==> config.mk <==
export PLATFORM = sky130hd
export DESIGN_NAME = ps2_mouse_ctrl_v2
export DESIGN_NICKNAME = d
export VERILOG_FILES = /design/src/rtl/ps2_pkg.sv /design/src/rtl/ps2_axis_accum.sv /design/src/rtl/ps2_mouse_ctrl_v2.sv
export SDC_FILE = /design/constraint.sdc
export NUM_CORES = 1
export LEC_CHECK = 0
export ABC_AREA = 1
export BUFFER_PORTS_ARGS = -buffer_cell sky130_fd_sc_hd__buf_2
export CAP_MARGIN = 30
export CELL_PAD_IN_SITES_DETAIL_PLACEMENT = 0
export CELL_PAD_IN_SITES_GLOBAL_PLACEMENT = 1
export CORE_MARGIN = 2
export CORE_UTILIZATION = 30
export CTS_CLUSTER_DIAMETER = 40
export DETAILED_ROUTE_END_ITERATION = 16
export GPL_TIMING_DRIVEN = 1
export PLACE_DENSITY_LB_ADDON = 0.1
export SLEW_MARGIN = 20
export SYNTH_ARGS = -nofsm -noshare
export SYNTH_HDL_FRONTEND = slang
export SYNTH_SLANG_ARGS = --single-unit
==> constraint.sdc <==
create_clock -name clk_25MHz -period 2.8 [get_ports clk_25MHz]
set_input_delay 0.56 -clock clk_25MHz [delete_from_list [all_inputs] [get_ports clk_25MHz]]
set_output_delay 0.56 -clock clk_25MHz [all_outputs]
set_load 0.02 [all_outputs]
==> src/rtl/ps2_pkg.sv <==
// ps2_pkg: byte constants, frame layout and state encoding shared by the PS/2 mouse controller.
package ps2_pkg;
  localparam logic [7:0] BAT_OK       = 8'hAA;
  localparam logic [7:0] MOUSE_ID     = 8'h00;
  localparam logic [7:0] EN_REPORTING = 8'hF4;
  localparam logic [7:0] ACK          = 8'hFA;
  localparam logic [7:0] CMD_RESET    = 8'hFF;
  localparam int F_START    = 0;
  localparam int F_DATA_LSB = 1;
  localparam int F_DATA_MSB = 8;
  localparam int F_PARITY   = 9;
  localparam int F_STOP     = 10;
  typedef enum logic [2:0] {WAIT_BAT, WAIT_ID, BUSY_CHECK, SEND, WAIT_ACK, STREAM, FAIL} state_t;
  function automatic logic [10:0] mk_frame(input logic [7:0] b);
    return {1'b1, ~^b, b, 1'b0};
  endfunction
endpackage

==> src/rtl/ps2_axis_accum.sv <==
// ps2_axis_accum: saturates one packet delta, scales it and accumulates a clamped axis position.
module ps2_axis_accum #(
  parameter int POS_WIDTH   = 10,
  parameter int MAX         = 639,
  parameter int INIT        = 320,
  parameter int SPEED_SHIFT = 0
) (
  input  logic                 clk_25MHz,
  input  logic                 reset,
  input  logic                 en,
  input  logic                 invert,
  input  logic                 sign,
  input  logic                 ovf,
  input  logic [7:0]           mag,
  output logic [8:0]           delta,
  output logic [POS_WIDTH-1:0] pos
);
  localparam int W = POS_WIDTH + 2;
  logic signed [8:0]   sat, sh;
  logic signed [W-1:0] step, cur, sum;
  logic [POS_WIDTH-1:0] clamped;
  always_comb begin
    sat = ovf ? (sign ? 9'h100 : 9'h0FF) : {sign, mag};
    sh = sat >>> SPEED_SHIFT;
    step = W'(sh);
    cur = $signed({2'b00, pos});
    sum = invert ? cur - step : cur + step;
    clamped = sum[W-1] ? '0 : (sum > W'(MAX)) ? POS_WIDTH'(MAX) : sum[POS_WIDTH-1:0];
  end
  always_ff @(posedge clk_25MHz) begin
    if (reset) begin
      delta <= '0;
      pos <= POS_WIDTH'(INIT);
    end else if (en) begin
      delta <= sat;
      pos <= clamped;
    end
  end
endmodule

==> src/rtl/ps2_mouse_ctrl_v2.sv <==
// ps2_mouse_ctrl_v2: PS/2 mouse power-up handshake with retries, 3-byte packet assembly
// and clamped paddle position tracking.
module ps2_mouse_ctrl_v2 import ps2_pkg::*; #(
  parameter int POS_WIDTH      = 10,
  parameter int X_MAX          = 639,
  parameter int Y_MAX          = 479,
  parameter int POS_INIT_X     = 320,
  parameter int POS_INIT_Y     = 240,
  parameter int SPEED_SHIFT    = 0,
  parameter int TIMEOUT_CYCLES = 12_500_000,
  parameter int GAP_CYCLES     = 50_000,
  parameter int MAX_RETRIES    = 3
) (
  input  logic                 clk_25MHz,
  input  logic                 reset,
  input  logic [10:0]          rx_data,
  input  logic                 data_available,
  input  logic                 err,
  input  logic                 busy,
  output logic                 write,
  output logic [10:0]          tx_frame,
  output logic [8:0]           x_delta,
  output logic [8:0]           y_delta,
  output logic [2:0]           buttons,
  output logic [POS_WIDTH-1:0] x_pos,
  output logic [POS_WIDTH-1:0] y_pos,
  output logic                 new_out,
  output logic                 ready,
  output logic                 fail,
  output logic [7:0]           pkt_err_cnt
);
  localparam int TW = $clog2(TIMEOUT_CYCLES + 1);
  localparam int GW = $clog2(GAP_CYCLES + 1);
  state_t state, state_next;
  logic [TW-1:0] tcnt;
  logic [GW-1:0] gcnt;
  logic [7:0] retries, rx_byte;
  logic [1:0] idx;
  // header byte without its always-one sync bit: {y_ovf, x_ovf, y_sign, x_sign, buttons}
  logic [6:0] hdr;
  logic [7:0] b1;
  logic good, bad, waiting, tmo, accept, sync_drop, gap_hit, apply, load_f4, load_ff;
  always_comb begin
    rx_byte = rx_data[F_DATA_MSB:F_DATA_LSB];
    good = data_available & ~err & ~rx_data[F_START] & rx_data[F_STOP] & (^rx_data[F_PARITY:F_DATA_LSB]);
    bad = data_available & ~good;
    waiting = state == WAIT_BAT || state == WAIT_ID || state == WAIT_ACK;
    tmo = waiting && !data_available && tcnt == TW'(TIMEOUT_CYCLES - 1);
    accept = state == STREAM && good && (idx != 2'd0 || rx_byte[3]);
    sync_drop = state == STREAM && good && idx == 2'd0 && !rx_byte[3];
    gap_hit = state == STREAM && idx != 2'd0 && !data_available && gcnt == GW'(GAP_CYCLES - 1);
    apply = accept && idx == 2'd2;
  end
  always_comb begin
    state_next = state;
    load_f4 = 1'b0;
    load_ff = 1'b0;
    case (state)
      WAIT_BAT, WAIT_ID, WAIT_ACK: begin
        if (good && state == WAIT_BAT && rx_byte == BAT_OK) state_next = WAIT_ID;
        else if (good && state == WAIT_ID && rx_byte == MOUSE_ID) begin
          load_f4 = 1'b1;
          state_next = BUSY_CHECK;
        end else if (good && state == WAIT_ACK && rx_byte == ACK) state_next = STREAM;
        else if (tmo && retries < 8'(MAX_RETRIES)) begin
          load_ff = 1'b1;
          state_next = BUSY_CHECK;
        end else if (tmo) state_next = FAIL;
      end
      BUSY_CHECK: state_next = busy ? BUSY_CHECK : SEND;
      SEND: state_next = tx_frame[F_DATA_MSB:F_DATA_LSB] == EN_REPORTING ? WAIT_ACK : WAIT_BAT;
      default: state_next = state;
    endcase
  end
  assign write = state == SEND;
  assign ready = state == STREAM;
  assign fail = state == FAIL;
  always_ff @(posedge clk_25MHz) begin
    if (reset) begin
      state <= WAIT_BAT;
      tx_frame <= 11'h7FF;
      tcnt <= '0;
      gcnt <= '0;
      retries <= '0;
      idx <= '0;
      hdr <= '0;
      b1 <= '0;
      buttons <= '0;
      new_out <= 1'b0;
      pkt_err_cnt <= '0;
    end else begin
      state <= state_next;
      tcnt <= (state_next != state || !waiting || data_available && tcnt == TW'(TIMEOUT_CYCLES - 1)) ? '0 : tcnt + 1'b1;
      gcnt <= (accept || gap_hit || idx == 2'd0 || data_available && gcnt == GW'(GAP_CYCLES - 1)) ? '0 : gcnt + 1'b1;
      retries <= load_ff ? retries + 1'b1 : (state_next == STREAM && state != STREAM) ? '0 : retries;
      tx_frame <= load_f4 ? mk_frame(EN_REPORTING) : load_ff ? mk_frame(CMD_RESET) : tx_frame;
      idx <= apply || gap_hit ? 2'd0 : accept ? idx + 1'b1 : idx;
      hdr <= accept && idx == 2'd0 ? {rx_byte[7:4], rx_byte[2:0]} : hdr;
      b1 <= accept && idx == 2'd1 ? rx_byte : b1;
      buttons <= apply ? hdr[2:0] : buttons;
      new_out <= apply;
      pkt_err_cnt <= (bad || sync_drop || gap_hit) && pkt_err_cnt != 8'hFF ? pkt_err_cnt + 1'b1 : pkt_err_cnt;
    end
  end
  ps2_axis_accum #(.POS_WIDTH(POS_WIDTH), .MAX(X_MAX), .INIT(POS_INIT_X), .SPEED_SHIFT(SPEED_SHIFT)) u_x (
    .clk_25MHz(clk_25MHz), .reset(reset), .en(apply), .invert(1'b0),
    .sign(hdr[3]), .ovf(hdr[5]), .mag(b1), .delta(x_delta), .pos(x_pos)
  );
  // PS/2 reports up as positive while screen rows grow downwards
  ps2_axis_accum #(.POS_WIDTH(POS_WIDTH), .MAX(Y_MAX), .INIT(POS_INIT_Y), .SPEED_SHIFT(SPEED_SHIFT)) u_y (
    .clk_25MHz(clk_25MHz), .reset(reset), .en(apply), .invert(1'b1),
    .sign(hdr[4]), .ovf(hdr[6]), .mag(rx_byte), .delta(y_delta), .pos(y_pos)
  );
endmodule

==> key figures <==
Timing
  – Final count of hold timing violations: 0
  – Worst hold slack: between 0.4 and 0.5 ns
  – Final count of pins violating max slew: 0
  – Worst Skew: ~0.0086 ns
  – Tightest Pin Transition: approximately 0.62 ns
  – Final critical path time including I/O delays and setup: 2.563 ns
  – Final setup slack of the worst path: 0.2369 ns
  – Final period utilization: 91.54%
  – Fmax achieved: roughly 390 MHz
  – Final count of negative-setup-slack endpoints: 0
  – Worst max-slew margin expressed relative to the limit: 58.31%

Logic synthesis
  – Number of distinct library cells after synthesis: 41
  – Ys async rst share: 0%
  – Most frequent cells after synthesis: nand2_1, nor2_1, dfxtp_1
  – Most instantiated library cell after synthesis: nand2_1
  – Post-synth top area cell: dfxtp_1
  – Primary FF master, synth: dfxtp_1
  – Cell Area, Synth: about 0.0067 mm²
  – Proportion of netlist area held by the largest area contributor: 36.04%
  – Number of enable flip-flop cells after synthesis: 0
  – Number of register bits inferred by synthesis: 120
  – Top cells by area in the synthesized netlist: dfxtp_1, nand2_1, nor2_1, ha_1, inv_1
  – Post-synthesis area per instance: 7.003 µm²
  – Yosys synthesis warning count: 0
  – Sequential share of the synthesized area: between 30% and 40%
  – Synthesized instance count: about 950

Power and ir drop
  – Worst IR Drop VDD: 321.4 µV
  – Leakage power figure: approximately 4 nW
  – Cell Pwr Density: between 400 and 500 mW/mm²

Floorplanning
  – Top-level I/O count: 80
  – Placeable core area: 0.02182 mm²
  – Die footprint: approximately 0.023 mm²
  – Die Width: 153.1 µm
  – Die H: around 150 µm
  – Placement row count: 54
  – Effective utilization at floorplan: a little under a third

GRT
  – GRT Residual Overflow: 0
  – All-layer global routing usage: between 15 and 20%
  – Global routing usage on met1: 21.77%
  – Largest net degree at the start of global routing: 36
  – Global-route track usage on met3: around 3.8%
  – M2 GR Usage: between 20% and 30%
  – First-pass GRT wire length: just over 30000 µm
  – Initial antenna violation count: 0
  – Most Used Layer, Global Route: met2
  – Number of global-route vias before repair: about 6.0k

Clocking
  – Inserted Clock Buffers: 17
  – CTS tree: built
  – Clock insertion delay at the later pin of the skew report: between 0.4 and 0.5 ns
  – Sinks on the clock net: 120
  – Maximum level of the CTS H-tree: 4
  – Clock root buffer: clkbuf_16
  – Max Root-Sink Buffers: 2
  – Clock Pin Slew Worst Setup and Hold Paths: about 0.060 ns

Critical path
  – Arrival time of data at the critical path endpoint: 2.84 ns
  – Category of the worst setup path capture point: flip-flop
  – Slowest cell delay on critical path: ~0.37 ns
  – Most common cell type on the critical path: nand2_1
  – Required time at the endpoint of the critical path: 3.08 ns
  – WP buf/inv: 2
  – Critical Path Slowest Stage Cell: dfxtp_4
  – Setup CP Type: flip-flop to flip-flop
  – Cell family with the largest share of critical-path delay: simple AND/OR/NAND/NOR gates
  – CP Cell Sequence: nand2_1 > inv_2 > nor2_2 > ha_2 > fa_2 > nand3_1 > nand2_2 > nand3_2 > nand3_2 > nand2_1 > a21oi_1 > nor2_1 > nand2_1 > o21ai_2 > nand2_2 > buf_4 > o21ai_0 > a21oi_1
  – Launching element type of the critical path: flip-flop
  – Maximum fanout along the worst path: 6

Hold path
  – Worst hold-check path type: flip-flop to flip-flop

Finish
  – Total number of nets in the final design: ~1.1k
  – Area Growth Syn to Fin: 26.50%
  – Number of antenna repair diodes: 0
  – Fraction of layout cells with a size suffix above 1: 21.47%
  – Utilization of the core after routing: 38.64%

Placed design
  – Port Buffers: 73
  – Total half-perimeter wirelength after legalization and detailed placement: between 10000 and 15000 µm
  – Worst setup slack before clock tree synthesis: -0.08893 ns
  – Last weighted congestion value of the routability-driven placer: 0.7772

Flow run
  – Max-capacitance violation count: 0

Routing
  – Final WL: around 19000 µm
  – Vias per Instance: approximately 4.5
  – Post-route antenna net violation count: 0
  – Routed wire length per instance: 13.58 µm
  – Drt first-iter violations: ~260
  – Vias: about 6k
  – Detailed Routing Iterations Pass 1: 4
  – Drc violations: 0

Status
  – Result of the run: finished, final reports clean
## state kept, by name, summed over array words and instances (netlist names)
signal,flops
b1,8
buttons,3
gcnt,16
hdr,7
idx,2
new_out,1
pkt_err_cnt,8
retries,8
state,3
tcnt,24
tx_frame,2
u_x.delta,9
u_x.pos,10
u_y.delta,9
u_y.pos,10
## through the flow
| stage | instances | power [mW] | instance area [µm²] | TNS (ns) |
|---|---|---|---|---|
| 6_report | 1365 | 4.208 | 8433 | 0 |
| 5_1_grt | 1365 | 4.381 | 8433 | -0.05891 |
| 3_3_place_gp | 1332 | 2.008 | 7676 | 0 |
| 2_1_floorplan | 957 | 1.914 | 6685 | 0 |
| 4_1_cts | 1364 | 4.286 | 8277 | 0 |
| 3_5_place_dp | 1332 | 2.005 | 7676 | -0.6010 |
## layout make-up
cell class / instances / area (µm²)
clock buffers: 20 / 446.7
clock inverters: 12 / 151.4
fillers: 2379 / 13390
inverters: 118 / 444.2
multi-input cells: 689 / 3815
flip-flops and latches: 120 / 2409
well taps: 280 / 350.3
repair buffers: 126 / 817.0
## cells in the final DEF (no fill, tap or decap), types with 8 or more instances in the layout
master and n:
o21ai_0 50, buf_4 48, nand4_1 17, nor2_4 8
a21oi_1 72, nor3_1 18, nor2_2 10, ha_1 29
dfxtp_1 117, o21ai_1 8, buf_2 73, xnor2_1 14
nand3_1 52, clkbuf_16 17, nand2_2 17, nor2_1 111
xor2_1 28, nand2_1 195, inv_1 111
## power breakdown
group / leakage, nW / internal, mW / switching (mW)
clock network: 0.290 / 1.42 / 0.825
logic: 2.68 / 0.0859 / 0.158
registers: 0.969 / 1.71 / 0.00570
## worst min-delay path: stages (launching register included)
cell and delay, ns:
dfxtp_1 0.31, nand2_1 0.06, nor2_1 0.03
## layer usage
metal / up-vias / part of all wire (%)
met2: 81 / 46
met3: 10 / 3.3
li1: 3298 / -
met5: - / 0
met4: 0 / 0.97
met1: 2699 / 50
## worst paths after layout
check	startpoint	to	slack, ns	depth (start not counted)
worst min-delay path	retries[7]$_SDFFE_PP0P_	retries[7]$_SDFFE_PP0P_	0.44	2
worst max-delay path	hdr[5]$_SDFFE_PP0P_	u_x.pos[9]$_SDFFE_PP0P_	0.24	18
worst max register to register	hdr[5]$_SDFFE_PP0P_	u_x.pos[9]$_SDFFE_PP0P_	0.24	18
worst min register to register	retries[7]$_SDFFE_PP0P_	retries[7]$_SDFFE_PP0P_	0.44	2
## repair_timing
item / in CTS / in global routing
endpoints found under the setup margin: 3 / 18
setup buffers: 0 / 1
gates resized for setup: 1 / 38
pin swaps: 0 / 4
hold buffers: 0 / 0
hold endpoints to repair: 0 / 0
## cell families after synthesis
logic type	count (synthesis)	synth area share, %
other	1	0.05625
xor gates and xnor gates	42	5.518
buffers and inverters	148	9.140
adders and majority gates	36	6.982
DFF	120	36.04
and+or+nand+nor	457	30.56
AOI/OAI and AO/OA	148	11.71
(Power assumes the default switching activity.)
